### src/rtl/pu_repetition_weight_packer.sv
// Packs L-bit repetition counts LSB-first into W-bit SRAM words, straddling word boundaries.
// Latency: a word is presented on SRAM_out the cycle after it fills; a count is taken per cycle when ready.
// Backpressure: count_ready drops while a word waits for word_done; enable=0 freezes all state.

`ifndef WEIGHT_SRAM_LEN
`define WEIGHT_SRAM_LEN 32
`endif
`ifndef MAX_WEIGHT_NUM_LEN
`define MAX_WEIGHT_NUM_LEN 16
`endif

module pu_repetition_weight_packer #(
  parameter int WEIGHT_SRAM_LEN    = `WEIGHT_SRAM_LEN,
  parameter int MAX_WEIGHT_NUM_LEN = `MAX_WEIGHT_NUM_LEN
) (
  input  logic                                  clock,
  input  logic                                  reset,
  input  logic                                  start,
  input  logic                                  enable,
  input  logic                                  finish,
  input  logic [$clog2(MAX_WEIGHT_NUM_LEN)-1:0] weight_num_len,
  input  logic [MAX_WEIGHT_NUM_LEN-1:0]         count_in,
  input  logic                                  count_valid,
  output logic                                  count_ready,
  output logic [WEIGHT_SRAM_LEN-1:0]            SRAM_out,
  output logic                                  word_write,
  input  logic                                  word_done,
  output logic [31:0]                           word_counter,
  output logic                                  busy,
  output logic                                  done
);

  localparam int W    = WEIGHT_SRAM_LEN;
  localparam int M    = MAX_WEIGHT_NUM_LEN;
  localparam int LW   = $clog2(M);
  // valid_num spans 0..W-1+M, so $clog2(W+M) bits are enough.
  localparam int VN_W = $clog2(W + M);
  localparam logic [VN_W-1:0] W_VN = VN_W'(W);

  typedef enum logic [2:0] {
    S_IDLE,
    S_ACCEPT,
    S_WRITE,
    S_FLUSH,
    S_DONE
  } state_t;

  state_t            state_q, state_d;
  logic [2*W-1:0]    staging_q, staging_d;
  logic [VN_W-1:0]   valid_num_q, valid_num_d;
  logic [31:0]       word_counter_q, word_counter_d;
  logic [LW-1:0]     len_q, len_d;
  logic              fin_pend_q, fin_pend_d;

  logic [M-1:0]      field_mask;
  logic [2*W-1:0]    field_shifted;
  logic [VN_W-1:0]   len_ext;
  logic [VN_W-1:0]   vn_acc;
  logic [2*W-1:0]    stg_acc;

  // Masked count field aligned to the first free bit of the staging register.
  always_comb begin
    field_mask    = ({{(M-1){1'b0}}, 1'b1} << len_q) - {{(M-1){1'b0}}, 1'b1};
    field_shifted = {{(2*W-M){1'b0}}, count_in & field_mask} << valid_num_q;
    len_ext       = {{(VN_W-LW){1'b0}}, len_q};
  end

  // Next-state and output decode; enable=0 leaves every _d equal to its _q.
  always_comb begin
    state_d        = state_q;
    staging_d      = staging_q;
    valid_num_d    = valid_num_q;
    word_counter_d = word_counter_q;
    len_d          = len_q;
    fin_pend_d     = fin_pend_q;
    vn_acc         = valid_num_q;
    stg_acc        = staging_q;
    count_ready    = 1'b0;
    word_write     = 1'b0;
    SRAM_out       = '0;
    busy           = (state_q != S_IDLE);
    done           = 1'b0;

    case (state_q)
      S_IDLE: begin
        if (start && enable) begin
          state_d     = S_ACCEPT;
          len_d       = weight_num_len;
          staging_d   = '0;
          valid_num_d = '0;
          fin_pend_d  = 1'b0;
        end
      end

      S_ACCEPT: begin
        count_ready = enable && (valid_num_q < W_VN);
        if (enable) begin
          if (count_valid && count_ready) begin
            stg_acc = staging_q | field_shifted;
            vn_acc  = valid_num_q + len_ext;
          end
          staging_d   = stg_acc;
          valid_num_d = vn_acc;
          if (vn_acc >= W_VN) begin
            // A finish arriving with a full word is held until the word drains.
            state_d    = S_WRITE;
            fin_pend_d = fin_pend_q | finish;
          end else if (finish || fin_pend_q) begin
            state_d    = (vn_acc != '0) ? S_FLUSH : S_DONE;
            fin_pend_d = 1'b0;
          end
        end
      end

      S_WRITE: begin
        word_write = 1'b1;
        SRAM_out   = staging_q[W-1:0];
        if (enable) begin
          if (finish) begin
            fin_pend_d = 1'b1;
          end
          if (word_done) begin
            staging_d      = staging_q >> W;
            valid_num_d    = valid_num_q - W_VN;
            word_counter_d = word_counter_q + 32'd1;
            state_d        = S_ACCEPT;
          end
        end
      end

      S_FLUSH: begin
        // Bits above valid_num are always zero, so the partial word is already padded.
        word_write = 1'b1;
        SRAM_out   = staging_q[W-1:0];
        if (enable && word_done) begin
          word_counter_d = word_counter_q + 32'd1;
          valid_num_d    = '0;
          staging_d      = '0;
          state_d        = S_DONE;
        end
      end

      S_DONE: begin
        done = 1'b1;
        if (enable) begin
          state_d = S_IDLE;
        end
      end

      default: begin
        state_d = S_IDLE;
      end
    endcase
  end

  // State and datapath registers with synchronous reset.
  always_ff @(posedge clock) begin
    if (reset) begin
      state_q        <= S_IDLE;
      staging_q      <= '0;
      valid_num_q    <= '0;
      word_counter_q <= '0;
      len_q          <= '0;
      fin_pend_q     <= 1'b0;
    end else begin
      state_q        <= state_d;
      staging_q      <= staging_d;
      valid_num_q    <= valid_num_d;
      word_counter_q <= word_counter_d;
      len_q          <= len_d;
      fin_pend_q     <= fin_pend_d;
    end
  end

  assign word_counter = word_counter_q;

endmodule

### config.mk
export PLATFORM = sky130hd
export DESIGN_NAME = pu_repetition_weight_packer
export DESIGN_NICKNAME = d
export VERILOG_FILES = /design/src/rtl/pu_repetition_weight_packer.sv
export SDC_FILE = /design/constraint.sdc
export NUM_CORES = 1
export LEC_CHECK = 0
export CORE_MARGIN = 1
export CORE_UTILIZATION = 50
export DETAILED_ROUTE_END_ITERATION = 10
export PLACE_DENSITY = 0.89
export SLEW_MARGIN = 20
export SYNTH_ARGS = -nofsm -noshare
export SYNTH_HDL_FRONTEND = slang
export SYNTH_SLANG_ARGS = --single-unit
### constraint.sdc
create_clock -name clock -period 3 [get_ports clock]
set_input_delay 0.6 -clock clock [delete_from_list [all_inputs] [get_ports clock]]
set_output_delay 0.6 -clock clock [all_outputs]
set_load 0.05 [all_outputs]
==> results of run 1 <==
==> worst max-delay path by stage <==
stage / endpoint / slack [ns] / cells after the start
after global placement: staging_q[24]$_SDFFE_PP0P_ / 0.03 / 8
after global routing: staging_q[8]$_SDFFE_PP0P_ / -0.10 / 11
final: staging_q[8]$_SDFFE_PP0P_ / -0.02 / 11
after detailed placement: staging_q[39]$_SDFFE_PP0P_ / -0.09 / 8
after floorplan: staging_q[21]$_SDFFE_PP0P_ / 0.001 / 11
after CTS: staging_q[31]$_SDFFE_PP0P_ / 0.005 / 10
==> cells by family (layout without fill, tap and decap cells) <==
family / after synthesis / in the layout / share of synthesized area (%)
simple gates: 381 / 381 / 29.2
buf+inv: 87 / 180 / 5.49
mux: 18 / 18 / 2.94
fa+ha+maj: 7 / 7 / 1.40
flops: 110 / 110 / 32.3
xor+xnor: 26 / 26 / 3.34
compound gates: 240 / 240 / 25.2
==> placed cells by master (no fill, tap or decap), drive strengths merged, types with 5 or more instances in the layout <==
| cell | n |
|---|---|
| nor3b | 6 |
| a311oi | 6 |
| nor4b | 5 |
| and2 | 57 |
| a21oi | 56 |
| a221o | 5 |
| and3 | 15 |
| nor2b | 5 |
| a31oi | 21 |
| nor3 | 17 |
| clkbuf | 10 |
| buf | 85 |
| nand3 | 25 |
| a221oi | 17 |
| o211ai | 8 |
| a22oi | 12 |
| inv | 22 |
| nand2b | 9 |
| clkdlybuf4s50 | 58 |
| nor4 | 6 |
| a21o | 5 |
| o31ai | 5 |
| nand4 | 14 |
| dfxtp | 110 |
| or3 | 18 |
| mux2i | 14 |
| a211oi | 9 |
| o22ai | 11 |
| xor2 | 11 |
| nand2 | 64 |
| a22o | 5 |
| nor2 | 116 |
| ha | 6 |
| o21ai | 39 |
| xnor2 | 15 |
==> where the power goes <==
part	internal, mW	leakage [nW]	switching (mW)
Clock	0.664	0.150	0.582
Combinational	0.265	2.03	0.397
Sequential	1.49	0.890	0.0320
==> area by class of cell <==
class	count	area (um^2)
well taps	176	220
inverters	21	78.8
clock buffers	10	229
flip-flops and latches	110	2200
clock inverters	6	76.3
multi-input cells	672	4350
repair buffers	143	1250
fillers	1131	4830
==> state kept, by name (all words and copies together), names as in the netlist <==
| register | count |
|---|---|
| word_counter | 32 |
| state_q | 3 |
| fin_pend_q | 1 |
| valid_num_q | 6 |
| len_q | 4 |
| staging_q | 64 |
==> metrics by stage <==
stage | cells | hold slack [ns] | setup TNS (ns) | setup WS, ns
2_1_floorplan | 869 | 0.428 | 0 | 0.00128
3_3_place_gp | 1118 | 0.443 | 0 | 0.0289
3_5_place_dp | 1118 | 0.445 | -0.520 | -0.0923
4_1_cts | 1134 | 0.468 | 0 | 0.00522
5_1_grt | 1138 | 0.482 | -0.185 | -0.102
6_report | 1138 | 0.467 | -0.0154 | -0.0154
==> layer usage <==
layer | track usage [%] | vias up
li1 | - | 3356
met1 | 35.5 | 3293
met2 | 45.5 | 377
met3 | 5.07 | 55
met4 | 13.9 | 0
met5 | 0 | -
==> what timing repair did <==
| action | CTS | global route |
|---|---|---|
| setup endpoints to repair | 1 | 20 |
| resized for setup | 0 | 22 |
| pin swaps | 1 | 9 |
| buffers inserted | 0 | 4 |
==> results.sh, run 1 <==
export IMPL_vias_per_cell=6.22
export IMPL_track_usage_pct=28.0
export IMPL_cp_end_kind="flip-flop"
export IMPL_cts_buffers=9
export IMPL_timing_critical_path_buf_inv=2
export IMPL_max_cap_violations=0
export IMPL_setup_viol=1
export IMPL_ys_ff_latch=110
export IMPL_ys_warn_count=0
export IMPL_wl_per_cell_um=17.5
export IMPL_dieWidth_um=119
export IMPL_finalCritPeriodShare_pct=101
export IMPL_critPathMaxFanout=12
export IMPL_synth_top_area_cell="dfxtp_1"
export IMPL_antenna_found_initial=0
export IMPL_drive_gt1_share_pct=16.3
export IMPL_seq_area_frac_synth_pct=32.3
export IMPL_ctsHtreeMaxLevel=3
export IMPL_critPathTopFamily="simple AND/OR/NAND/NOR gates"
export IMPL_worstSetupStartpoint="len_q[0]$_SDFFE_PP0P_"
export IMPL_ys_flop_type="dfxtp_1"
export IMPL_violations="setup timing"
export IMPL_grt_pass1_vias=6558
export IMPL_initial_core_util_pct=51.4
export IMPL_grt_pass1_wl_um=32100
export IMPL_grt_setup_unrepaired="true"
export IMPL_hold_depth=1
export IMPL_timing_final_crit_period_ns=3.02
export IMPL_r2r_setup_slack_ns=-0.02
export IMPL_synth_most_common_cell="nor2_1"
export IMPL_n_antenna_cell=0
export IMPL_synth_cell_area_um2=6810
export IMPL_cts_max_path_buffers=2
export IMPL_finalClockSkew_ns=0.00893
export IMPL_syn_inst=869
export IMPL_crit_type="reg2reg"
export IMPL_synth_top_cell_area_share_pct=32.3
export IMPL_synth_edff_count=0
export IMPL_dp_hpwl_um=14000
export IMPL_syn_nets=903
export IMPL_routed_wl_um=19900
export IMPL_insertion_delay_ns=0.36
export IMPL_finalWeightedCongestion=0.991
export IMPL_slew_violations=0
export IMPL_synth_area_per_cell_um2=7.84
export IMPL_hold_path_startpoint="staging_q[57]$_SDFFE_PP0P_"
export IMPL_slew_headroom_pct=51.1
export IMPL_status="complete, but fails checks"
export IMPL_max_stage_delay_ns=0.55
export IMPL_postRouteAntennaNets=0
export IMPL_critPathRequiredTime_ns=3.24
export IMPL_final_area_um2=8420
export IMPL_worstMarginPinSlew_ns=0.726
export IMPL_r2r_start="len_q[0]$_SDFFE_PP0P_"
export IMPL_dr_first_iter_drc_count=845
export IMPL_num_vias=7081
export IMPL_grt_overflow=0
export IMPL_holdPathEnd="staging_q[57]$_SDFFE_PP0P_"
export IMPL_portBuffers=93
export IMPL_postCtsHoldBufs=0
export IMPL_fp_dieH_um=119
export IMPL_tritoncts="done"
export IMPL_cts_root_buf="clkbuf_16"
export IMPL_clk_pin_slew_worst_paths_ns=0.08
export IMPL_crit_path_start_kind="flip-flop"
export IMPL_synthTopCellsByArea="dfxtp_1, nor2_1, and2_1"
export IMPL_hold_violations=0
export IMPL_path_cells="or4_4, ha_4, buf_4, o21ai_1, nand2_1, a31o_2, nor3_1, o32ai_1, buf_4, a222oi_1, nor3_1"
export IMPL_num_io_pins=95
export IMPL_clock_sinks=110
export IMPL_synth_cell_type_count=91
export IMPL_grt_max_degree=39
export IMPL_drc=0
export IMPL_rr_endpoint="staging_q[8]$_SDFFE_PP0P_"
export IMPL_drt_met1_wl_um=8270
export IMPL_cp_data_arrival_time_ns=3.25
export IMPL_synthArstFlopShare_pct=0
export IMPL_peakVddDrop_v=0.000325
export IMPL_core_area_um2=13200
export IMPL_synthToLayoutAreaGrowth_pct=23.6
export IMPL_dr_pass1_iters=5
export IMPL_leakagePower_nw=3.07
export IMPL_top_layer="met4"
export IMPL_rows=42
export IMPL_postLayoutCoreUtil_pct=63.5
export IMPL_met3_length_um=1600
export IMPL_power_density_nw_per_um2=408
export IMPL_fin_nets=991
export IMPL_hp_class="reg2reg"
export IMPL_die_area_um2=14100
export IMPL_dpl_cell_area_um2=7980
export IMPL_fin_ws_ns=-0.0154
export IMPL_power_mw=3.43
export IMPL_max_freq_ghz=0.332
export IMPL_yosys_top_cells_count="nor2_1, dfxtp_1, nand2_1, and2_1, a21oi_1"
export IMPL_reg2reg_depth=11
export IMPL_slowest_stage="or4_4"
export IMPL_wl_met2_um=9370
Power figures use the tool's default switching activity.
==> run 2: changes to the inputs <==
CORE_UTILIZATION = 60   (was 50)
PLACE_DENSITY = 0.95   (was 0.89)
clock period = 3.9 ns   (was 3 ns; I/O delays follow)
==> results.sh, run 2 (synthesis results as in run 1) <==
export IMPL_dr_pass1_iters=5
export IMPL_drive_gt1_share_pct=7.63
export IMPL_initial_core_util_pct=62.3
export IMPL_cp_data_arrival_time_ns=3.72
export IMPL_grt_setup_unrepaired="false"
export IMPL_whs_ns=0.466
export IMPL_num_io_pins=95
export IMPL_routed_wl_um=19100
export IMPL_num_vias=6931
export IMPL_crit_path_start_kind="flip-flop"
export IMPL_dieWidth_um=109
export IMPL_peakVddDrop_v=0.000315
export IMPL_final_common_cell="nor2_1"
export IMPL_finalClockSkew_ns=0.00876
export IMPL_slew_violations=0
export IMPL_worstMarginPinSlew_ns=1.07
export IMPL_fin_nets=960
export IMPL_track_usage_pct=33.4
export IMPL_grt_pass1_vias=6378
export IMPL_critPathRequiredTime_ns=4.15
export IMPL_slew_headroom_pct=28.5
export IMPL_max_freq_ghz=0.288
export IMPL_power_density_nw_per_um2=313
export IMPL_die_area_um2=11800
export IMPL_finalWeightedCongestion=0.985
export IMPL_n_antenna_cell=0
export IMPL_wl_per_cell_um=17.8
export IMPL_clock_sinks=110
export IMPL_cp_end_kind="flip-flop"
export IMPL_grt_pass1_wl_um=31200
export IMPL_post_cts_setup_buffers=0
export IMPL_drc=0
export IMPL_fp_dieH_um=109
export IMPL_cts_buffers=9
export IMPL_clk_pin_slew_worst_paths_ns=0.08
export IMPL_critPathMaxFanout=21
export IMPL_postRouteAntennaNets=0
export IMPL_multiInputGateArea_um2=4240
export IMPL_postCtsHoldBufs=0
export IMPL_hp_class="reg2reg"
export IMPL_fillers=815
export IMPL_largest_register_ffs=64
export IMPL_top_register="staging_q"
export IMPL_cts_root_buf="clkbuf_16"
export IMPL_grt_max_degree=56
export IMPL_crit_type="reg2reg"
export IMPL_tns_ns=0
export IMPL_tritoncts="done"
export IMPL_layout_common_cells="nor2_1, dfxtp_1, clkdlybuf4s50_1"
export IMPL_setup_viol=0
export IMPL_hold_violations=0
export IMPL_seq_area_um2=2200
export IMPL_synthToLayoutAreaGrowth_pct=18.2
export IMPL_status="completed"
export IMPL_ctsHtreeMaxLevel=3
export IMPL_insertion_delay_ns=0.36
export IMPL_portBuffers=93
export IMPL_core_area_um2=10900
export IMPL_dr_first_iter_drc_count=734
export IMPL_post_cts_resized=0
export IMPL_r2r_setup_slack_ns=0.43
export IMPL_finalCritPeriodShare_pct=89.1
export IMPL_leakagePower_nw=2.82
export IMPL_max_cap_violations=0
export IMPL_antenna_found_initial=0
export IMPL_cts_max_path_buffers=2
export IMPL_timing_final_crit_period_ns=3.47
export IMPL_rows=38
export IMPL_vias_per_cell=6.47
export IMPL_grt_overflow=0
export IMPL_dp_hpwl_um=13300
==> run 2: cell types whose count changed in the layout (fill, tap and decap cells not counted), moves of 3 or more <==
cell / change
buf_12: -3
buf_4: -61
clkdlybuf4s50_1: +33
a21oi_1: +4
a21oi_2: -4
==> run 2: stage by stage <==
stage / worst slack, ns / utilization [%] / total power [mW] / std cells / instance area [um^2]
final: 0.427 / 73.6 / 2.52 / 1071 / 8050
after global routing: 0.244 / 73.6 / 2.60 / 1071 / 8050
after CTS: 0.400 / 73.6 / 2.51 / 1071 / 8050
after detailed placement: 0.504 / 70.9 / 1.62 / 1055 / 7760
after global placement: 0.592 / 70.9 / 1.61 / 1055 / 7760
after floorplan: 0.823 / - / 1.50 / 869 / 6810
==> run 2: final cells by class <==
cell class | count | area share [%]
multi-input cells | 672 | 52.6
flip-flops and latches | 110 | 27.4
repair buffers | 112 | 13.2
clock buffers | 9 | 2.80
well taps | 140 | 2.18
inverters | 21 | 0.979
clock inverters | 7 | 0.793
==> run 2: per-layer routing <==
layer / up-vias / global-route usage [%] / routed length (um)
li1: 3285 / - / -
met1: 3227 / 42.4 / 7720
met2: 351 / 54.2 / 8940
met3: 68 / 6.45 / 1740
met4: 0 / 15.8 / 694
met5: - / 0 / 0
==> run 2: where the power goes <==
| group | internal, mW | switching, mW | leakage [nW] |
|---|---|---|---|
| Combinational | 0.158 | 0.279 | 1.79 |
| Sequential | 1.15 | 0.0274 | 0.889 |
| Clock | 0.450 | 0.460 | 0.142 |
==> run 2: path summary, 6_finish.rpt <==
| path | startpoint | endpoint | cells after the start |
|---|---|---|---|
| setup / recovery | len_q[2]$_SDFFE_PP0P_ | staging_q[18]$_SDFFE_PP0P_ | 9 |
| hold / removal | staging_q[55]$_SDFFE_PP0P_ | staging_q[55]$_SDFFE_PP0P_ | 1 |
| setup reg to reg | len_q[2]$_SDFFE_PP0P_ | staging_q[18]$_SDFFE_PP0P_ | 9 |
| hold reg to reg | staging_q[55]$_SDFFE_PP0P_ | staging_q[55]$_SDFFE_PP0P_ | 1 |
==> run 2: critical path, stage by stage, from the launching register on <==
cell       delay [ns]
dfxtp_1          0.43
or4_4            0.56
ha_1             0.43
or3_1            0.39
a21o_1           0.21
a211o_1          0.37
a21o_1           0.23
a221oi_2         0.25
a21oi_1          0.15
a2111oi_2        0.34
